**config.mk**
```make
export PLATFORM = sky130hd
export DESIGN_NAME = instr_fetch
export DESIGN_NICKNAME = d
export VERILOG_FILES = /design/src/rtl/instr_fetch_pkg.sv /design/src/rtl/instr_fetch_pc_reg.sv /design/src/rtl/instr_fetch.sv
export SDC_FILE = /design/constraint.sdc
export NUM_CORES = 1
export LEC_CHECK = 0
export ABC_AREA = 1
export CAP_MARGIN = 20
export CORE_ASPECT_RATIO = 0.7
export CORE_MARGIN = 1.5
export CORE_UTILIZATION = 33
export DETAILED_ROUTE_END_ITERATION = 7
export GPL_TIMING_DRIVEN = 0
export PLACE_DENSITY = 0.66
export SYNTH_ARGS = -nofsm -noshare
export SYNTH_HDL_FRONTEND = slang
export SYNTH_SLANG_ARGS = --single-unit
```
**constraint.sdc**
```tcl
create_clock -name clk -period 1.52 [get_ports clk]
set_clock_uncertainty 0.1 [all_clocks]
set_input_delay 0.152 -clock clk [delete_from_list [all_inputs] [get_ports clk]]
set_output_delay 0.152 -clock clk [all_outputs]
set_load 0.1 [all_outputs]
```
**src/rtl/instr_fetch_pkg.sv**
```systemverilog
// Shared definitions for the fetch unit and the control FSM: widths, opcodes,
// instruction field positions and the fetch state encoding.
package instr_fetch_pkg;

    localparam int unsigned ADDR_W  = 16;
    localparam int unsigned INSTR_W = 16;

    localparam int unsigned OPC_MSB = 15;
    localparam int unsigned OPC_LSB = 12;
    localparam int unsigned OP1_MSB = 11;
    localparam int unsigned OP1_LSB = 8;
    localparam int unsigned OP2_MSB = 7;
    localparam int unsigned OP2_LSB = 4;
    localparam int unsigned OP3_MSB = 3;
    localparam int unsigned OP3_LSB = 0;

    localparam logic [3:0] OP_ADD   = 4'd0;
    localparam logic [3:0] OP_SUB   = 4'd1;
    localparam logic [3:0] OP_AND   = 4'd2;
    localparam logic [3:0] OP_OR    = 4'd3;
    localparam logic [3:0] OP_XOR   = 4'd4;
    localparam logic [3:0] OP_NOT   = 4'd5;
    localparam logic [3:0] OP_SHL   = 4'd6;
    localparam logic [3:0] OP_SHR   = 4'd7;
    localparam logic [3:0] OP_ADDI  = 4'd8;
    localparam logic [3:0] OP_SUBI  = 4'd9;
    localparam logic [3:0] OP_LOAD  = 4'd10;
    localparam logic [3:0] OP_STORE = 4'd11;
    localparam logic [3:0] OP_BLT   = 4'd12;
    localparam logic [3:0] OP_BGE   = 4'd13;
    localparam logic [3:0] OP_BEQ   = 4'd14;
    localparam logic [3:0] OP_JUMP  = 4'd15;

    typedef enum logic [1:0] {
        StReq  = 2'd0,
        StWait = 2'd1,
        StHold = 2'd2
    } fetch_state_e;

    function automatic logic [15:0] sext4(input logic [3:0] v);
        return {{12{v[3]}}, v};
    endfunction

endpackage

```
**src/rtl/instr_fetch_pc_reg.sv**
```systemverilog
// Program counter: redirect load has priority over increment; increment wraps
// naturally at 2^ADDR_W.
module instr_fetch_pc_reg #(
    parameter int unsigned ADDR_W = 16
) (
    input  logic              clk,
    input  logic              reset,
    input  logic              i_load,
    input  logic [ADDR_W-1:0] i_load_val,
    input  logic              i_inc,
    output logic [ADDR_W-1:0] o_pc
);

    logic [ADDR_W-1:0] r_pc;

    always_ff @(posedge clk or posedge reset) begin
        if (reset) begin
            r_pc <= '0;
        end else if (i_load) begin
            r_pc <= i_load_val;
        end else if (i_inc) begin
            r_pc <= r_pc + ADDR_W'(1);
        end
    end

    assign o_pc = r_pc;

endmodule

```
**src/rtl/instr_fetch.sv**
```systemverilog
// Instruction fetch: one outstanding read, holds the decoded word until the
// control FSM accepts it, and drops any word made stale by a redirect.
module instr_fetch #(
    parameter int unsigned ADDR_W  = instr_fetch_pkg::ADDR_W,
    parameter int unsigned INSTR_W = instr_fetch_pkg::INSTR_W
) (
    input  logic               clk,
    input  logic               reset,
    output logic               imem_rd,
    output logic [ADDR_W-1:0]  imem_addr,
    input  logic [INSTR_W-1:0] imem_data,
    input  logic               imem_valid,
    output logic               instr_valid,
    input  logic               instr_ready,
    output logic [3:0]         op_code,
    output logic [3:0]         op1,
    output logic [3:0]         op2,
    output logic [3:0]         op3,
    output logic [15:0]        imm,
    output logic [ADDR_W-1:0]  instr_pc,
    input  logic               redirect,
    input  logic [ADDR_W-1:0]  redirect_pc
);

    import instr_fetch_pkg::*;

    fetch_state_e       r_state;
    logic [INSTR_W-1:0] r_ir;
    logic [ADDR_W-1:0]  r_instr_pc;
    logic               r_discard;

    logic [ADDR_W-1:0]  w_pc;
    logic               w_pc_load;
    logic               w_pc_inc;

    // A redirect retargets the pc in every state; only an accepted word advances it.
    always_comb begin
        w_pc_load = redirect;
        w_pc_inc  = (r_state == StWait) && imem_valid && !r_discard && !redirect;
    end

    instr_fetch_pc_reg #(
        .ADDR_W (ADDR_W)
    ) u_pc_reg (
        .clk        (clk),
        .reset      (reset),
        .i_load     (w_pc_load),
        .i_load_val (redirect_pc),
        .i_inc      (w_pc_inc),
        .o_pc       (w_pc)
    );

    always_ff @(posedge clk or posedge reset) begin
        if (reset) begin
            r_state    <= StReq;
            r_ir       <= '0;
            r_instr_pc <= '0;
            r_discard  <= 1'b0;
        end else begin
            unique case (r_state)
                StReq: begin
                    r_state <= redirect ? StReq : StWait;
                end
                StWait: begin
                    if (imem_valid) begin
                        if (r_discard || redirect) begin
                            r_discard <= 1'b0;
                            r_state   <= StReq;
                        end else begin
                            r_ir       <= imem_data;
                            r_instr_pc <= w_pc;
                            r_state    <= StHold;
                        end
                    end else if (redirect) begin
                        // Read still in flight: remember to throw its data away.
                        r_discard <= 1'b1;
                    end
                end
                StHold: begin
                    if (redirect || instr_ready) begin
                        r_state <= StReq;
                    end
                end
                default: begin
                    r_state <= StReq;
                end
            endcase
        end
    end

    // Gated by reset so no read request escapes while reset is held.
    assign imem_rd     = (r_state == StReq) && !reset;
    assign imem_addr   = w_pc;
    assign instr_valid = (r_state == StHold);
    assign op_code     = r_ir[OPC_MSB:OPC_LSB];
    assign op1         = r_ir[OP1_MSB:OP1_LSB];
    assign op2         = r_ir[OP2_MSB:OP2_LSB];
    assign op3         = r_ir[OP3_MSB:OP3_LSB];
    assign imm         = sext4(r_ir[OP1_MSB:OP1_LSB]);
    assign instr_pc    = r_instr_pc;

endmodule

```
==> impl_results.md, run 1 <==
- Vert. Die Dim: approximately 78 um
- Final wirelength: 7680 um
- Number of port buffers: 102
- Largest net degree at the start of global routing: 32
- Fin. Hold Viols: 0
- CTS Root Cell: clkbuf_16
- Drt via density: 4.62
- Slew Viols, Final: 0
- Crit Path Class: reg -> out
- Vias in the first global route: 2,404
- Crit path cell chain: or2_4 -> nor2_4 -> buf_12
- CP peak stage delay: 0.43 ns
- N_diodes: 0
- H-Tree Depth: 2
- Core Box Area: 7480 um2
- Row Count: 26
- Die area: roughly 8500 um2
- Initial Utilization: 35.0%
- # fillers: 735
- Multi-input gate area: 1110 um2
- Synth top area share: 48.7%
- Post-Syn Area: 2620 um2
- Congestion Overflow GR: 0
- DRT iter0 DRCs: 170
- Crit path DAT: between 1 and 1.5 ns
- Register Area: 1300 um2
- Cell taking the most area after synthesis: dfrtp_1
- Final Setup Violations: 0
- Clk_lat worst skew: 0.29 ns
- TritonCTS clock tree: done
- Layout cells sized above 1: between 30% and 40%
- Place WS: -0.676 ns
- CP max-delay cell: dfrtp_2
- Final setup margin: 0.00984 ns
- Die width: 109 um
- Routed len/inst: 14.0 um
- DRT antenna net count: 0
- Actual slew at the worst max-slew pin: 0.564 ns
- Via count: around 2,500
- Area Growth Syn to Fin: 57.2%
- Ports: 103
- Reg clk slew, reported paths: 0.07 ns
- Status: finished, final reports clean
- Clock buffer depth: 2
- GRT Overall Usage: between 10% and 20%
- Highest Clock Rate: 0.662 GHz
- Synth top area cells: dfrtp_1, nand2_1, buf_4, nand3_1, nor2_1
- Number of max-cap violations: 0
- Initial antenna violation count: 0
- CP endpoint kind: primary output
- CP Data Required Time: 1.27 ns
- Hold Path Class: in -> async
- CP Launch Type: flip-flop
- Post-synth net total: between 300 and 400
- DRT Pass-1 Iters: 4
- DP HPWL: 5570 um
- Hold Buf Count CTS: 0
- Gate Count Post-Synth: 330
- Clock sink count: 51
- Yosys cell types: 28
- Syn. warnings: 0
- Number of buffers created by CTS: 5
- Final period utilization: 99.4%
- Rel. slew slack: 62.4%
- Crit Path Max Fanout: 5
- Post-synthesis sequential area ratio: about half
- RSZ-0062 raised after global routing: true
- GPL Wtd Cong: 0.903
- #FFs+latches synth: 51
- Minimum clock period: around 1.5 ns
- DRC errors left: 0
- Global-route wire length before repair: 12,000 um
- Nets@finish: roughly 500
- Syn Area/Cell: 7.94 um2
## registers in the layout, indices dropped and copies added, names as in the netlist
signal         count
r_state            2
instr_pc          16
u_pc_reg.o_pc     16
r_discard          1
r_ir              16
## worst paths after layout
path                              start  slack (ns)  cells past startpoint          end
setup / recovery             r_state[0]        0.01                      3      imem_rd
setup reg to reg             r_state[1]        0.05                      8  instr_pc[3]
max in group asynchronous         reset        0.56                      3     r_ir[11]
hold / removal                    reset        0.21                      2   r_state[1]
min in group clk           imem_data[2]        0.29                      3      r_ir[2]
hold reg to reg                r_ir[15]        0.38                      2     r_ir[15]
## cell usage in the layout (no fill, tap or decap), types with 2 or more instances in the layout
| cell | n |
|---|---|
| clkbuf_16 | 5 |
| dfrtp_1 | 31 |
| clkdlybuf4s18_2 | 2 |
| nor2_2 | 4 |
| dfrtp_2 | 20 |
| nor2_4 | 4 |
| o21ai_0 | 4 |
| o21ai_2 | 10 |
| inv_2 | 5 |
| nand3_2 | 2 |
| nor2_1 | 20 |
| o21bai_2 | 2 |
| o211ai_1 | 3 |
| nand2_2 | 8 |
| o21ai_1 | 5 |
| nand4_1 | 3 |
| buf_8 | 6 |
| xor2_1 | 2 |
| nor3_1 | 2 |
| clkdlybuf4s15_2 | 31 |
| buf_6 | 4 |
| buf_4 | 39 |
| buf_2 | 19 |
| buf_12 | 2 |
| inv_1 | 21 |
| clkdlybuf4s50_1 | 36 |
| nand2_4 | 2 |
| nand2_1 | 125 |
| nand3_1 | 21 |
## synthesized netlist by cell type
cell type,count
nor2_2,1
dfrtp_1,51
clkbuf_1,1
nand4_1,3
inv_1,24
or2_2,1
nand2_2,1
buf_2,2
buf_4,16
ha_1,1
inv_2,2
xnor2_1,1
nand3b_1,1
o21ai_0,9
a21oi_1,1
o41ai_1,1
a31oi_1,1
nor3_1,2
nor2_1,27
xor2_1,2
clkinv_1,1
o21ai_2,10
o211ai_1,3
o22ai_1,1
nand2_1,134
nand3_1,23
buf_6,8
o21bai_2,2
## cells by family after synthesis
| logic type | after synthesis | synth area share, % |
|---|---|---|
| AND/OR/NAND/NOR | 193 | 29.6 |
| XOR/XNOR | 3 | 1.00 |
| buffers and inverters | 54 | 12.4 |
| adder cells (fa/ha/maj) | 1 | 0.478 |
| flip-flops | 51 | 48.7 |
| AO/OA/AOI/OAI | 28 | 7.79 |
## metrics by stage
step,hold WS (ns),cells,TNS [ns],area (um2),utilization (%)
6_report,0.205,550,0,4120,55.0
4_1_cts,0.222,539,-0.0143,4000,53.5
2_1_floorplan,0.136,330,-2.75,2690,-
3_5_place_dp,0.366,531,-27.67,3860,51.5
5_1_grt,0.263,550,-0.725,4120,55.0
3_3_place_gp,0.361,530,-85.13,3840,51.3
## final cells by class
type                            count  share of cell area, %
Buffer                             27                   6.05
Clock buffer                        6                   3.37
Clock inverter                      2                  0.851
Inverter                           27                   2.52
Multi-Input combinational cell    225                   27.0
Sequential cell                    51                   31.6
Tap cell                           98                   2.98
Timing Repair Buffer              114                   25.6
## worst max-delay path, delay by kind of cell (launching register included)
kind / cells / cell delay (ns)
and+or+nand+nor: 2 / 0.35
buffers and inverters: 1 / 0.18
DFF: 1 / 0.43
## metal layers
layer	vias up	part of all wire, %	global-route usage (%)
li1	1260	-	-
met1	1191	48	26.8
met2	79	45	27.0
met3	9	6.1	3.95
met4	0	1.3	6.75
met5	-	0	0
## what timing repair did
item	4_1_cts	5_1_grt
cloned	0	1
setup buffers	0	10
gates resized for setup	278	35
setup endpoints to repair	66	61
pin swaps	0	1
Power of run 1 is not shown: default switching activity piles up to over one toggle a cycle in this logic, so the estimate is an artifact.
==> run 2, diff against run 1 <==
--- a/config.mk
+++ b/config.mk
@@ -8,7 +8,7 @@
 export ABC_AREA = 1
 export CAP_MARGIN = 20
 export CORE_ASPECT_RATIO = 0.7
-export CORE_MARGIN = 1.5
+export CORE_MARGIN = 8
 export CORE_UTILIZATION = 33
 export DETAILED_ROUTE_END_ITERATION = 7
 export GPL_TIMING_DRIVEN = 0
==> run 2 against run 1 <==
Net effect: the flow now finishes with violations (setup timing); global-route usage down 4.1 points; non-clock buffer count up 5; register-to-register slack worse by 0.02 ns.
==> impl_results.md, run 2 (synthesis results as in run 1) <==
- Status: finished with violations
- Failing checks: setup timing
- CTS Root Cell: clkbuf_16
- Minimum clock period: 1.53 ns
- Largest net degree at the start of global routing: 41
- Hold Path Class: in -> async
- Post-Layout Cell Count: between 500 and 600
- Vert. Die Dim: a little over 90 um
- CP endpoint kind: primary output
- Area Growth Syn to Fin: 66.3%
- Core Box Area: 7770 um2
- DRT antenna net count: 0
- # fillers: about 730
- Number of port buffers: slightly above 100
- Final Setup Violations: 1
- Die area: 11,100 um2
- Number of max-cap violations: 0
- Dpl cells: roughly 530
- Design area: 4360 um2
- CP Data Required Time: 1.27 ns
- Place WS: -0.700 ns
- TritonCTS clock tree: done
- Final wirelength: 8580 um
- Row Count: 27
- Multi-input gate area: 1210 um2
- Reg clk slew, reported paths: 0.07 ns
- Die width: 122 um
- Final setup margin: -0.00578 ns
- RSZ-0062 raised after global routing: true
- Crit Path Max Fanout: 6
- Worst Hold Slack: slightly above 0.1 ns
- Nets@finish: about 490
- Commonest cells after routing, fill and taps aside: nand2_1, buf_4, nand2_2, clkdlybuf4s50_1, dfrtp_1
- Final period utilization: 100%
- Via count: 2,588
- Global-route wire length before repair: 12,900 um
- Ports: 103
- Clock buffer depth: 2
- Congestion Overflow GR: 0
- H-Tree Depth: 2
- Routed len/inst: 15.4 um
- Drt via density: 4.64
- Crit path DAT: 1.27 ns
- DRT iter0 DRCs: 160
- DRC errors left: 0
- Vias in the first global route: 2,500
- Rel. slew slack: 61.9%
- Layout cells sized above 1: 46.0%
- DP HPWL: ~6000 um
- Fin. Hold Viols: 0
- Clock sink count: 51
- Highest Clock Rate: 0.655 GHz
- DRT Pass-1 Iters: 4
- CP Launch Type: flip-flop
- Actual slew at the worst max-slew pin: 0.571 ns
- GPL Wtd Cong: 0.865
- Slew Viols, Final: 0
- GRT Overall Usage: 14.4%
- Post-DP Area: between 3000 and 4000 um2
- Clk_lat worst skew: 0.29 ns
- Number of buffers created by CTS: 5
- Initial Utilization: 33.7%
- Register Area: 1300 um2
- N_diodes: 0
- Crit Path Class: reg -> out
- Initial antenna violation count: 0
- Most common cell after layout, fill and taps aside: nand2_1
run 2: changes by cell type in the layout (fill, tap and decap cells not counted), moves of 3 or more:
cell	delta
nand2_1	-33
nand2_2	+28
clkbuf_16	+6
nand2_4	+5
buf_12	+3
clkdlybuf4s18_2	+3
run 2: final timing paths:
path | startpoint | end | slack, ns | cells after the start
setup / recovery | r_state[0] | imem_rd | -0.006 | 3
hold / removal | reset | r_state[1] | 0.10 | 2
setup reg to reg | r_state[1] | r_ir[10] | 0.03 | 8
hold reg to reg | r_ir[1] | r_ir[1] | 0.38 | 2
max in group asynchronous | reset | u_pc_reg.o_pc[9] | 0.70 | 3
min in group clk | imem_data[15] | r_ir[15] | 0.29 | 3
run 2: layer usage:
metal / global-route usage, % / vias up / share of wire [%]
met5: 0 / - / 0
met4: 3.94 / 0 / 1.1
met3: 3.50 / 10 / 6.7
met2: 22.8 / 73 / 46
met1: 19.1 / 1227 / 47
li1: - / 1278 / -
run 2: cell type report:
| class | instances | share of cell area [%] |
|---|---|---|
| buffer | 27 | 6.15 |
| sequential | 51 | 29.9 |
| clock buffer | 6 | 2.96 |
| multi-input combinational | 225 | 27.9 |
| inverter | 27 | 2.38 |
| clock inverter | 2 | 0.373 |
| timing repair buffer | 119 | 27.5 |
| tap | 101 | 2.90 |
run 2: metrics by stage:
stage / util, % / setup TNS [ns]
floorplan: - / -2.75
global placement: 49.4 / -82.26
detailed placement: 49.7 / -25.37
CTS: 51.0 / -0.0263
global route: 56.1 / -0.536
finish: 56.1 / -0.00578
run 2: repair_timing:
item                       in CTS  in global routing
setup buffers                   0                  9
pin swaps                       0                 10
resized for setup             281                 73
setup endpoints to repair      66                 57
gates cloned                    0                  7
hold buffers                    0                  0
run 2: critical path, cell delays in order (launching register included):
cell	delay, ns
dfrtp_2	0.44
or2_4	0.25
nor2_4	0.10
buf_12	0.18
Power of run 2 is left out for the same reason.
==> run 3, diff against run 2 <==
--- a/config.mk
+++ b/config.mk
@@ -10,6 +10,7 @@
 export CORE_ASPECT_RATIO = 0.7
 export CORE_MARGIN = 8
 export CORE_UTILIZATION = 33
+export CTS_CLUSTER_DIAMETER = 50
 export DETAILED_ROUTE_END_ITERATION = 7
 export GPL_TIMING_DRIVEN = 0
 export PLACE_DENSITY = 0.66
==> results of run 3 <==
No change in the layout: final DEF, timing and power equal those of run 2.
Power of run 3 is left out for the same reason.
